===== config.mk =====
export PLATFORM = sky130hd
export DESIGN_NAME = fetch_ctrl_flat
export DESIGN_NICKNAME = d
export VERILOG_FILES = /design/src/rtl/fetch_ctrl_if.sv /design/src/rtl/fetch_ctrl.sv /design/src/flat_wrapper.sv
export SDC_FILE = /design/constraint.sdc
export NUM_CORES = 1
export LEC_CHECK = 0
export ABC_AREA = 1
export CAP_MARGIN = 20
export CORE_ASPECT_RATIO = 1.2
export CORE_MARGIN = 2
export CORE_UTILIZATION = 30
export DETAILED_ROUTE_END_ITERATION = 8
export HOLD_SLACK_MARGIN = 0.03
export SYNTH_ARGS = -nofsm -noshare
export SYNTH_HDL_FRONTEND = slang
export SYNTH_SLANG_ARGS = --single-unit

===== constraint.sdc =====
create_clock -name clk -period 1.8 [get_ports clk]
set_input_delay 0.36 -clock clk [delete_from_list [all_inputs] [get_ports clk]]
set_output_delay 0.36 -clock clk [all_outputs]
set_load 0.02 [all_outputs]

===== src/rtl/fetch_ctrl_if.sv =====
// rtl/fetch_ctrl_if.sv - instruction memory read request/response bundle
interface fetch_ctrl_if;
   logic        imem_read;
   logic [31:0] imem_addr;
   logic        imem_resp;
   logic [31:0] imem_rdata;

   modport master (
      output imem_read,
      output imem_addr,
      input  imem_resp,
      input  imem_rdata
   );

   modport slave (
      input  imem_read,
      input  imem_addr,
      output imem_resp,
      output imem_rdata
   );
endinterface


===== src/rtl/fetch_ctrl.sv =====
// rtl/fetch_ctrl.sv - instruction fetch sequencer with one-entry IF/ID buffer and redirect squash
module fetch_ctrl #(
   parameter int TIMEOUT = 0
) (
   input  logic                clk,
   input  logic                rst,
   input  logic [31:0]         pc,
   output logic                load_pc,
   output logic [1:0]          pcmux_sel,
   fetch_ctrl_if.master        imem,
   input  logic                br_taken,
   input  logic                jalr_taken,
   input  logic                stall,
   output logic                if_valid,
   output logic [31:0]         if_instr,
   output logic [31:0]         if_pc,
   output logic                flush,
   output logic                timeout_err
);

   typedef enum logic [1:0] {
      IDLE  = 2'b00,
      FETCH = 2'b01,
      HOLD  = 2'b10
   } state_t;

   localparam logic [15:0] TIMEOUT_W = 16'(TIMEOUT);

   state_t      state;
   logic        read_q;
   logic [31:0] addr_q;
   logic        discard;
   logic [15:0] wdog;
   logic [15:0] wdog_inc;

   logic redirect;
   logic buf_free;
   logic accept;

   assign imem.imem_read = read_q;
   assign imem.imem_addr = addr_q;

   // Redirect and accepted-response decode; gated so nothing leaks out during reset
   always_comb begin
      redirect  = !rst && (br_taken || jalr_taken);
      buf_free  = !if_valid || !stall;
      accept    = !rst && (state == FETCH) && imem.imem_resp && !redirect
                  && !discard && buf_free;
      load_pc   = redirect || accept;
      flush     = redirect;
      pcmux_sel = 2'b00;
      if (redirect) begin
         pcmux_sel = jalr_taken ? 2'b10 : 2'b01;
      end
   end

   assign wdog_inc = (wdog == 16'hFFFF) ? wdog : wdog + 16'd1;

   // Fetch sequencer: request issue, stale-response squash, and back-pressure hold
   always_ff @(posedge clk) begin
      if (rst) begin
         state   <= IDLE;
         read_q  <= 1'b0;
         addr_q  <= 32'd0;
         discard <= 1'b0;
      end else begin
         case (state)
            IDLE: begin
               // A redirect here means pc is about to change; latch it next cycle
               if (!redirect) begin
                  addr_q <= pc;
                  state  <= FETCH;
                  read_q <= 1'b1;
               end
            end
            FETCH: begin
               if (imem.imem_resp && (redirect || discard)) begin
                  discard <= 1'b0;
                  state   <= IDLE;
                  read_q  <= 1'b0;
               end else if (redirect) begin
                  // The in-flight request cannot be cancelled; remember to drop it
                  discard <= 1'b1;
               end else if (imem.imem_resp) begin
                  if (buf_free) begin
                     addr_q <= addr_q + 32'd4;
                  end else begin
                     state  <= HOLD;
                     read_q <= 1'b0;
                  end
               end
            end
            HOLD: begin
               if (redirect) begin
                  state <= IDLE;
               end else if (!stall) begin
                  state  <= FETCH;
                  read_q <= 1'b1;
               end
            end
            default: begin
               state  <= IDLE;
               read_q <= 1'b0;
            end
         endcase
      end
   end

   // One-entry fetch buffer feeding IF/ID
   always_ff @(posedge clk) begin
      if (rst) begin
         if_valid <= 1'b0;
         if_instr <= 32'd0;
         if_pc    <= 32'd0;
      end else if (redirect) begin
         if_valid <= 1'b0;
      end else if (accept) begin
         if_valid <= 1'b1;
         if_instr <= imem.imem_rdata;
         if_pc    <= addr_q;
      end else if (if_valid && !stall) begin
         if_valid <= 1'b0;
      end
   end

   // Watchdog on response latency; the error is sticky and purely informational
   always_ff @(posedge clk) begin
      if (rst) begin
         wdog        <= 16'd0;
         timeout_err <= 1'b0;
      end else if (state == FETCH && !imem.imem_resp) begin
         wdog <= wdog_inc;
         if (TIMEOUT != 0 && wdog_inc >= TIMEOUT_W) begin
            timeout_err <= 1'b1;
         end
      end else begin
         wdog <= 16'd0;
      end
   end

endmodule


===== src/flat_wrapper.sv =====
// flat-port wrapper written by rule: the top's interface ports become plain ports
module fetch_ctrl_flat 
#(
   parameter int TIMEOUT = 0
)
  (clk, rst, pc, load_pc, pcmux_sel, br_taken, jalr_taken, stall, if_valid, if_instr, if_pc, flush, timeout_err, imem_imem_read, imem_imem_addr, imem_imem_resp, imem_imem_rdata);
  fetch_ctrl_if imem_i ();
  input  logic clk;
  input  logic rst;
  input  logic [31:0] pc;
  output logic load_pc;
  output logic [1:0] pcmux_sel;
  input  logic br_taken;
  input  logic jalr_taken;
  input  logic stall;
  output logic if_valid;
  output logic [31:0] if_instr;
  output logic [31:0] if_pc;
  output logic flush;
  output logic timeout_err;
  output wire logic [$bits(imem_i.imem_read)-1:0] imem_imem_read;
  output wire logic [$bits(imem_i.imem_addr)-1:0] imem_imem_addr;
  input wire logic [$bits(imem_i.imem_resp)-1:0] imem_imem_resp;
  input wire logic [$bits(imem_i.imem_rdata)-1:0] imem_imem_rdata;
  assign imem_imem_read = imem_i.imem_read;
  assign imem_imem_addr = imem_i.imem_addr;
  assign imem_i.imem_resp = imem_imem_resp;
  assign imem_i.imem_rdata = imem_imem_rdata;
  fetch_ctrl #(.TIMEOUT(TIMEOUT)) u_core (.clk(clk), .rst(rst), .pc(pc), .load_pc(load_pc), .pcmux_sel(pcmux_sel), .imem(imem_i), .br_taken(br_taken), .jalr_taken(jalr_taken), .stall(stall), .if_valid(if_valid), .if_instr(if_instr), .if_pc(if_pc), .flush(flush), .timeout_err(timeout_err));
endmodule

# After elaboration in Yosys (flattened, before gate mapping)
# Cells that the tools add are included.
dict set report totals {
  reg_bits 101
  latch_bits 0
  mem_bits_rw 0
  rom_bits 0
  inputBits 70
  output_inout_bits 103
  word_cells 77
  mem_count 0
}
dict set report classes {
  addsub 1
  n_mul 0
  n_div 0
  magnitude_cmp 0
  eq_ne 13
  shift 0
  n_mux 28
  bitwise_logic 1
  reduce_logical 27
}
# cell count
set ops {}
lappend ops {{2-to-1 mux 32 bit} 5}
lappend ops {{one-hot mux 32 bit (2 select lines)} 1}
lappend ops {{adder 32 x 3 -> 32 bit, second input constant} 1}
lappend ops {{2-to-1 mux 2 bit} 9}
lappend ops {{inequality test 2 bit, second input constant} 6}
lappend ops {{AND reduction 6 bit} 2}
lappend ops {{2-to-1 mux 1 bit} 11}
lappend ops {{logical AND 1 bit} 8}
lappend ops {{inequality test 3 x 2 -> 1 bit, second input constant} 2}
lappend ops {{inequality test 3 bit, second input constant} 2}
lappend ops {{one-hot mux 2 bit (3 select lines)} 1}
lappend ops {{nonzero test 2 bit} 3}
lappend ops {{logical NOT 1 bit} 5}
lappend ops {{AND reduction 5 bit} 1}
lappend ops {{logical OR 1 bit} 4}
lappend ops {{AND reduction 2 bit} 2}
lappend ops {{one-hot mux 1 bit (3 select lines)} 1}
lappend ops {{== test 2 x 1 -> 1 bit, second input constant} 1}
lappend ops {{== test 2 bit, second input constant} 1}
lappend ops {{logical NOT 2 bit} 1}
lappend ops {{inequality test 2 x 1 -> 1 bit, second input constant} 1}
lappend ops {{OR reduction 2 bit} 1}
lappend ops {{inverter 1 bit} 1}

# Logic depth before layout (Yosys ltp)
dict set report depth {
  word_depth 7
  mapped_depth 11
  ltp_nobuf 11
}

# Worst setup path before layout
# No wires, ideal clock.
dict set report synth_timing {
  path_kind {reg-to-output}
  from {register u_core.state[0]}
  to {output port load_pc}
  t_arrival_ps 1387
  t_required_ps 1440
  path_slack_ps 53
  stages_incl_launch_ff 10
  n_path_buf 3
  cell_sequence {dfxtp_1 > inv_2 > nor2_4 > buf_6 > nand2_1 > nor2_1 > nand3_1 > buf_2 > clkbuf_1 > nand2_1}
}
dict set report synth_via {
  elab_chain_len 7
}
# element line_no
set synth_lines {}
lappend synth_lines {{start: declaration} fetch_ctrl.sv:29} ;# state_t state;
lappend synth_lines {{start signal: assignment} fetch_ctrl.sv:62} ;# state <= IDLE;
lappend synth_lines {{start signal: assignment} fetch_ctrl.sv:72} ;# state <= FETCH;
lappend synth_lines {{start signal: assignment} fetch_ctrl.sv:79} ;# state <= IDLE;
lappend synth_lines {{== test 2 x 1 -> 1 bit} fetch_ctrl.sv:47} ;# accept = !rst && (state == FETCH) && imem.imem_resp && !redirect
lappend synth_lines {{logical AND 1 bit (3 in a row)} fetch_ctrl.sv:47}
lappend synth_lines {{logical AND 1 bit (2 in a row)} fetch_ctrl.sv:48} ;# && !discard && buf_free;
lappend synth_lines {{logical OR 1 bit} fetch_ctrl.sv:49} ;# load_pc = redirect || accept;
lappend synth_lines {{end: declaration} flat_wrapper.sv:11} ;# output logic load_pc;
# No other way between the ends.

# Final worst setup path
dict set report layout_timing {
  from {register u_core.addr_q[19], in the netlist u_core.imem.imem_addr[19]}
  to {output port imem_imem_addr[19]}
}
# element line_no
set layout_lines {}
lappend layout_lines {{start: declaration} fetch_ctrl.sv:31} ;# logic [31:0] addr_q;
lappend layout_lines {{start signal: assignment} fetch_ctrl.sv:71} ;# addr_q <= pc;
lappend layout_lines {{start signal: assignment} fetch_ctrl.sv:86} ;# addr_q <= addr_q + 32'd4;
lappend layout_lines {{end: declaration} flat_wrapper.sv:22} ;# output wire logic [$bits(imem_i.imem_addr)-1:0] imem_imem_addr;
# No word-level cell between the ends.

==> results.json <==
{
  "outcome": "completed",
  "yosysMostFrequentCell": "nor2_1",
  "place_area_sq_um": 7030,
  "numClockSinks": 101,
  "wl_per_cell_um": 14.1,
  "cts.clk_slew.worst_paths_ns": 0.07,
  "drt_iter0_markers": 394,
  "synth.largest_area_cell": "dfxtp_1",
  "synthTopCellsByArea": "dfxtp_1 42%, nor2_1 17%, nand2_1 11%",
  "die-height_um": 143,
  "final_max_slew_viol_count": 0,
  "io_buffers": 171,
  "post-place-ws_ns": -0.391,
  "final_core_util": 0.473,
  "fin_crit_ns": 1.77,
  "regToRegStartpoint": "u_core.state[0]",
  "synthMuxAreaShare": 0,
  "fin_ws_ns": 0.0313,
  "synth_nets": 818,
  "clk_path_buf_depth": 2,
  "r2r_cells": 9,
  "gp_congestion": 0.925,
  "drtAntennaViolNets": 0,
  "tightest_slew_ns": 0.728,
  "yosys.cell_types.count": 33,
  "worst_setup_path_end_kind": "output pin",
  "num-nets-final": 1015,
  "synthAdderAreaFrac": 0.00259,
  "critPathLaunch": "u_core.imem.imem_addr[19]",
  "synthCells": 747,
  "antenna_found_initial": 0,
  "powerDensity_nw_per_um2": 1030,
  "synth_edf_count": 0,
  "initial_core_util": 0.308,
  "drt_wl_total_mm": 16.3,
  "min_from": "u_core.if_pc[28]",
  "vias": 5288,
  "hp-class": "reg2reg",
  "first_pass_iters": 5,
  "netlist_area_sq_um": 4830,
  "synthTopCellsByCount": "220 x nor2_1, 146 x nand2_1, 101 x dfxtp_1",
  "crit_buf_inv": 1,
  "rsz0062_at_grt": "yes",
  "slowest_delay_ns": 0.63,
  "htree_levels": 3,
  "ir_worst_vdd_v": 0.000387,
  "cap_violations": 0,
  "drive_gt1_frac": 0.103,
  "grt_start_max_net_pins": 70,
  "diodes": 0,
  "gr-total-overflow": 0,
  "cp.required_ns": 1.44,
  "ys.flop_type": "dfxtp_1",
  "ys_ff_latch": 101,
  "area_growth_pct": 53.9,
  "fmax_ghz": 0.565,
  "async_reset_ff_frac": 0,
  "cp.arrival_ns": 1.41,
  "cp_num_cells": 1,
  "synth_area_per_cell_sq_um": 6.47,
  "yosysSeqAreaShare": 0.419,
  "grt_pass1_vias": 4894,
  "ys_warn_count": 0,
  "coreArea_sq_um": 15700,
  "min_path_cells": 2,
  "start_kind": "register",
  "die_w_um": 120,
  "ios": 173,
  "viasPerCell": 4.57,
  "worstSkewPairLatency_ns": 0.36,
  "path_class": "reg2out",
  "crit_fanout": 7,
  "crit_chain": "clkdlybuf4s50_1",
  "cts_root_buf": "clkbuf_16",
  "fin_crit_sh": 0.983,
  "critPathSlowestCell": "clkdlybuf4s50_1",
  "cp_top_family": "buffers and inverters",
  "hold_buffers": 0,
  "synthXorXnorAreaFrac": 0.00181,
  "p_leak_nw": 3.25,
  "synth_top_family_by_area": "simple AND/OR/NAND/NOR gates",
  "dieArea_sq_um": 17100,
  "synthSimpleGateAreaFrac": 0.344,
  "hold_violations": 0,
  "dp_hpwl_mm": 11.4,
  "synth-compound-area-share": 0.146,
  "route.detailed.drc": 0,
  "grt_pass1_wl_mm": 25.3,
  "tns_ns": 0,
  "setup_violations": 0,
  "skew_ns": 0.00749,
  "grt_util_all_layers": 0.187,
  "power_mw": 7.66,
  "post_cts_buffers": 0,
  "synthDominantCellAreaShare": 0.419,
  "cts_tree": "built",
  "row_count": 50,
  "postLayoutCellArea_sq_um": 7430,
  "relSlewSlack": 0.515,
  "cts_buffers": 9
}
[metrics by stage]
step,std cells,hold slack (ns)
after floorplan,747,0.495
after global placement,1139,0.472
after detailed placement,1139,0.483
after CTS,1155,0.507
after global routing,1157,0.526
final,1157,0.499
[routing by layer]
metal / GRT usage / up-vias / share of wire
met5: 0 / - / 0
met3: 0.0399 / 21 / 0.061
met4: 0.0799 / 0 / 0.022
met2: 0.313 / 156 / 0.49
met1: 0.233 / 2343 / 0.42
li1: - / 2768 / -
[area by class of cell]
class / instances / area, sq um
clock buffer: 11 / 243
tap: 208 / 260
fill: 1601 / 8270
inverter: 54 / 203
clock inverter: 5 / 41.3
sequential: 101 / 2030
multi-input combinational: 553 / 2430
timing repair buffer: 225 / 2230
[report_power, final]
part,leakage [nW],switching (mW),internal [mW]
combinational,2.30,1.62,1.23
sequential,0.823,0.359,2.53
clock,0.133,0.930,0.990
[state kept, by name, indices dropped and copies added, names as in the netlist]
register	cells
u_core.discard	1
u_core.if_instr	32
u_core.if_pc	32
u_core.if_valid	1
u_core.imem.imem_addr	32
u_core.imem.imem_read	1
u_core.state	2
[worst paths after layout]
check	slack (ns)	end
hold reg to reg	0.50	u_core.if_pc[28]
setup reg to reg	0.09	u_core.if_pc[12]
setup / recovery	0.03	imem_imem_addr[19]
hold / removal	0.50	u_core.if_pc[28]
[cells in the final DEF, fill, tap and decap left out, types with 3 or more instances in the layout]
cell,Yosys,layout
a21oi_1,28,28
o21ai_1,60,60
dlymetal6s2s_1,0,8
nand2_2,1,5
o21ai_0,36,35
buf_4,2,41
nor2_4,1,3
nand3_1,35,34
dlygate4sd2_1,0,23
inv_1,51,50
nor2_2,3,6
o22ai_1,3,3
clkdlybuf4s50_1,0,137
nand4_1,3,3
nor2_1,220,215
inv_2,3,4
nand2_1,146,142
buf_12,0,5
dfxtp_2,0,3
dfxtp_1,101,98
buf_6,7,6
clkbuf_16,0,11
[cell families (layout without fill, tap and decap cells)]
kind of cell | Yosys count | count (layout)
simple gates | 414 | 414
compound gates | 136 | 136
flops | 101 | 101
buf+inv | 93 | 295
fa+ha+maj | 1 | 1
other cells | 1 | 1
xor+xnor | 1 | 1
[what timing repair did]
| action | CTS | global route |
|---|---|---|
| endpoints found under the setup margin | 53 | 97 |
| cloned | 0 | 2 |
| gates resized for setup | 35 | 36 |
| pin swaps | 0 | 8 |
(Power assumes the default switching activity.)
==> patch (config.mk and constraints unchanged) <==
`TIMEOUT` is set to 0 in 2 places; all go to 1.
--- a/src/rtl/fetch_ctrl.sv
+++ b/src/rtl/fetch_ctrl.sv
@@ -1,6 +1,6 @@
 // rtl/fetch_ctrl.sv - instruction fetch sequencer with one-entry IF/ID buffer and redirect squash
 module fetch_ctrl #(
-   parameter int TIMEOUT = 0
+   parameter int TIMEOUT = 1
 ) (
    input  logic                clk,
    input  logic                rst,
--- a/src/flat_wrapper.sv
+++ b/src/flat_wrapper.sv
@@ -1,7 +1,7 @@
 // flat-port wrapper written by rule: the top's interface ports become plain ports
 module fetch_ctrl_flat 
 #(
-   parameter int TIMEOUT = 0
+   parameter int TIMEOUT = 1
 )
   (clk, rst, pc, load_pc, pcmux_sel, br_taken, jalr_taken, stall, if_valid, if_instr, if_pc, flush, timeout_err, imem_imem_read, imem_imem_addr, imem_imem_resp, imem_imem_rdata);
   fetch_ctrl_if imem_i ();
Formal check against the unedited RTL: not equivalent (a bounded check fails within 4 cycles, from zero or initial values and one cycle with rst high).
==> patch against the original RTL <==
The flow now finishes with violations (negative setup slack); final area grew 20%; sequential power up 14%; sequential cell count is 17 higher; clock power up 84%; worst setup slack got worse by 0.039 ns; power is 33% higher; area after synthesis increased by 20%; routed wire length rose by 20%; critical path type unchanged.
==> patch: results (changes against the original RTL) <==
[status]
status = finished with violations
violations = negative setup slack

[global_route]
grt_pass1_wl_microns = 31400  ; +24%
grtUsageTotal_pct = 19.5  ; +0.78 points
grt_pass1_vias = 6157  ; +26%
grt_max_degree = 81  ; +16%

[layout]
final_nets = 1160  ; +14%
fillers = 1930  ; +21%

[routing]
routed_wl_microns = 19500  ; +20%
vias = 6334  ; +20%
initialDrtViolationCount = 454  ; +15%

[synth]
synthesis.nets = 941  ; +15%
seq_area_frac_synth_pct = 40.8  ; -1.1 points
synth.area.top_cells = dfxtp_1 (41%), nor2_1 (13%), nand2_1 (11%), o21ai_0 (7.2%), a21oi_1 (4.7%)
synth_common_cells = nor2_1 (198), nand2_1 (168), dfxtp_1 (118)

[placed_design]
hpwl_microns = 13400  ; +18%
port_buffers = 172  ; +0.58%
place.gp.congestion = 0.881  ; -4.7%
pre_cts_ws_ns = -0.644  ; -0.252 ns

[sta]
fin_skew_ns = 0.00912  ; +0.00164 ns
setup_tns_ns = -0.00782  ; -0.00782 ns
worst_slack_ns = -0.00782  ; -0.0391 ns
setup_viol = 1  ; +1

[clock_tree]
cts_made_buffers = 17  ; +8
clk_pin_slew_ns = 0.05  ; -0.02 ns
ctsHtreeMaxLevel = 4  ; +1
clock_latency_ns = 0.42  ; +0.06 ns

[pwr]
ir_drop_uv = 687  ; +78%

[worst_setup_path]
cp.arrival_ns = 1.45  ; +0.04 ns
cp_max_fo = 2  ; -5

-- patch: final timing paths --
| path | cells past startpoint | from | endpoint | slack, ns |
|---|---|---|---|---|
| worst max register to register | 13 | u_core.state[0]$_SDFFE_PP0P_ | u_core.imem.imem_addr[12]$_SDFFE_PP0P_ | 0.04 |
| worst max-delay path | 7 | u_core.state[0]$_SDFFE_PP0P_ | load_pc | -0.008 |
| worst min register to register | 2 | u_core.timeout_err$_SDFFE_PP0P_ | u_core.timeout_err$_SDFFE_PP0P_ | 0.45 |
| worst min-delay path | 4 | rst | u_core.if_valid$_SDFFE_PP0P_ | 0.35 |
-- patch: what timing repair did --
item                       CTS  global route
gates resized for setup     61            28
setup endpoints to repair  130            59
pin swaps                    6             6
gates cloned                 2             1
setup buffers                3             3
-- patch: power breakdown --
| group | switching (uW) | leakage (uW) | internal [uW] | total (uW) |
|---|---|---|---|---|
| Sequential | 346 | 0.000962 | 2940 | 3290 |
| Clock | 1220 | 0.000296 | 2320 | 3540 |
| Combinational | 1900 | 0.00262 | 1480 | 3380 |
-- patch: cell families after synthesis --
kind of cell    synth area share [%]
fa+ha+maj                      0.432
flops                           40.8
xor+xnor                        1.06
simple gates                    35.5
buf+inv                         7.53
compound gates                  14.8
-- patch: cell type report --
cell class / count / area (sq um) / share of cell area (%)
multi-input combinational: 649 / 3070 / 34.4
sequential: 118 / 2370 / 26.5
timing repair buffer: 238 / 2310 / 25.9
clock buffer: 24 / 492 / 5.50
tap: 256 / 320 / 3.58
inverter: 64 / 245 / 2.74
clock inverter: 8 / 120 / 1.34
-- patch: metal layers --
metal	vias to the layer above	part of all wire, %	GRT usage, %	wire (microns)
li1	3257	-	-	-
met1	2878	44	24.6	8610
met2	180	47	31.5	9170
met3	19	7.2	5.74	1410
met4	0	1.4	6.69	274
met5	-	0	0	0
-- patch: metrics by stage --
stage               cells  util, %  hold slack [ns]  power, uW  area (sq um)
CTS                  1354     46.6            0.370      10300          8810
finish               1357     47.2            0.348      10200          8940
detailed placement   1317     42.9            0.446       6620          8130
global placement     1317     42.9            0.445       6600          8130
global route         1357     47.2            0.370      10800          8940
floorplan             869        -            0.465       5010          5800
-- patch: worst max-delay path, stage by stage (launching register included) --
cell     delay [ns]
dfxtp_2        0.33
inv_2          0.05
nor2_4         0.12
nand4_1        0.16
nor2_4         0.16
inv_2          0.05
nand2_2        0.06
buf_6          0.11
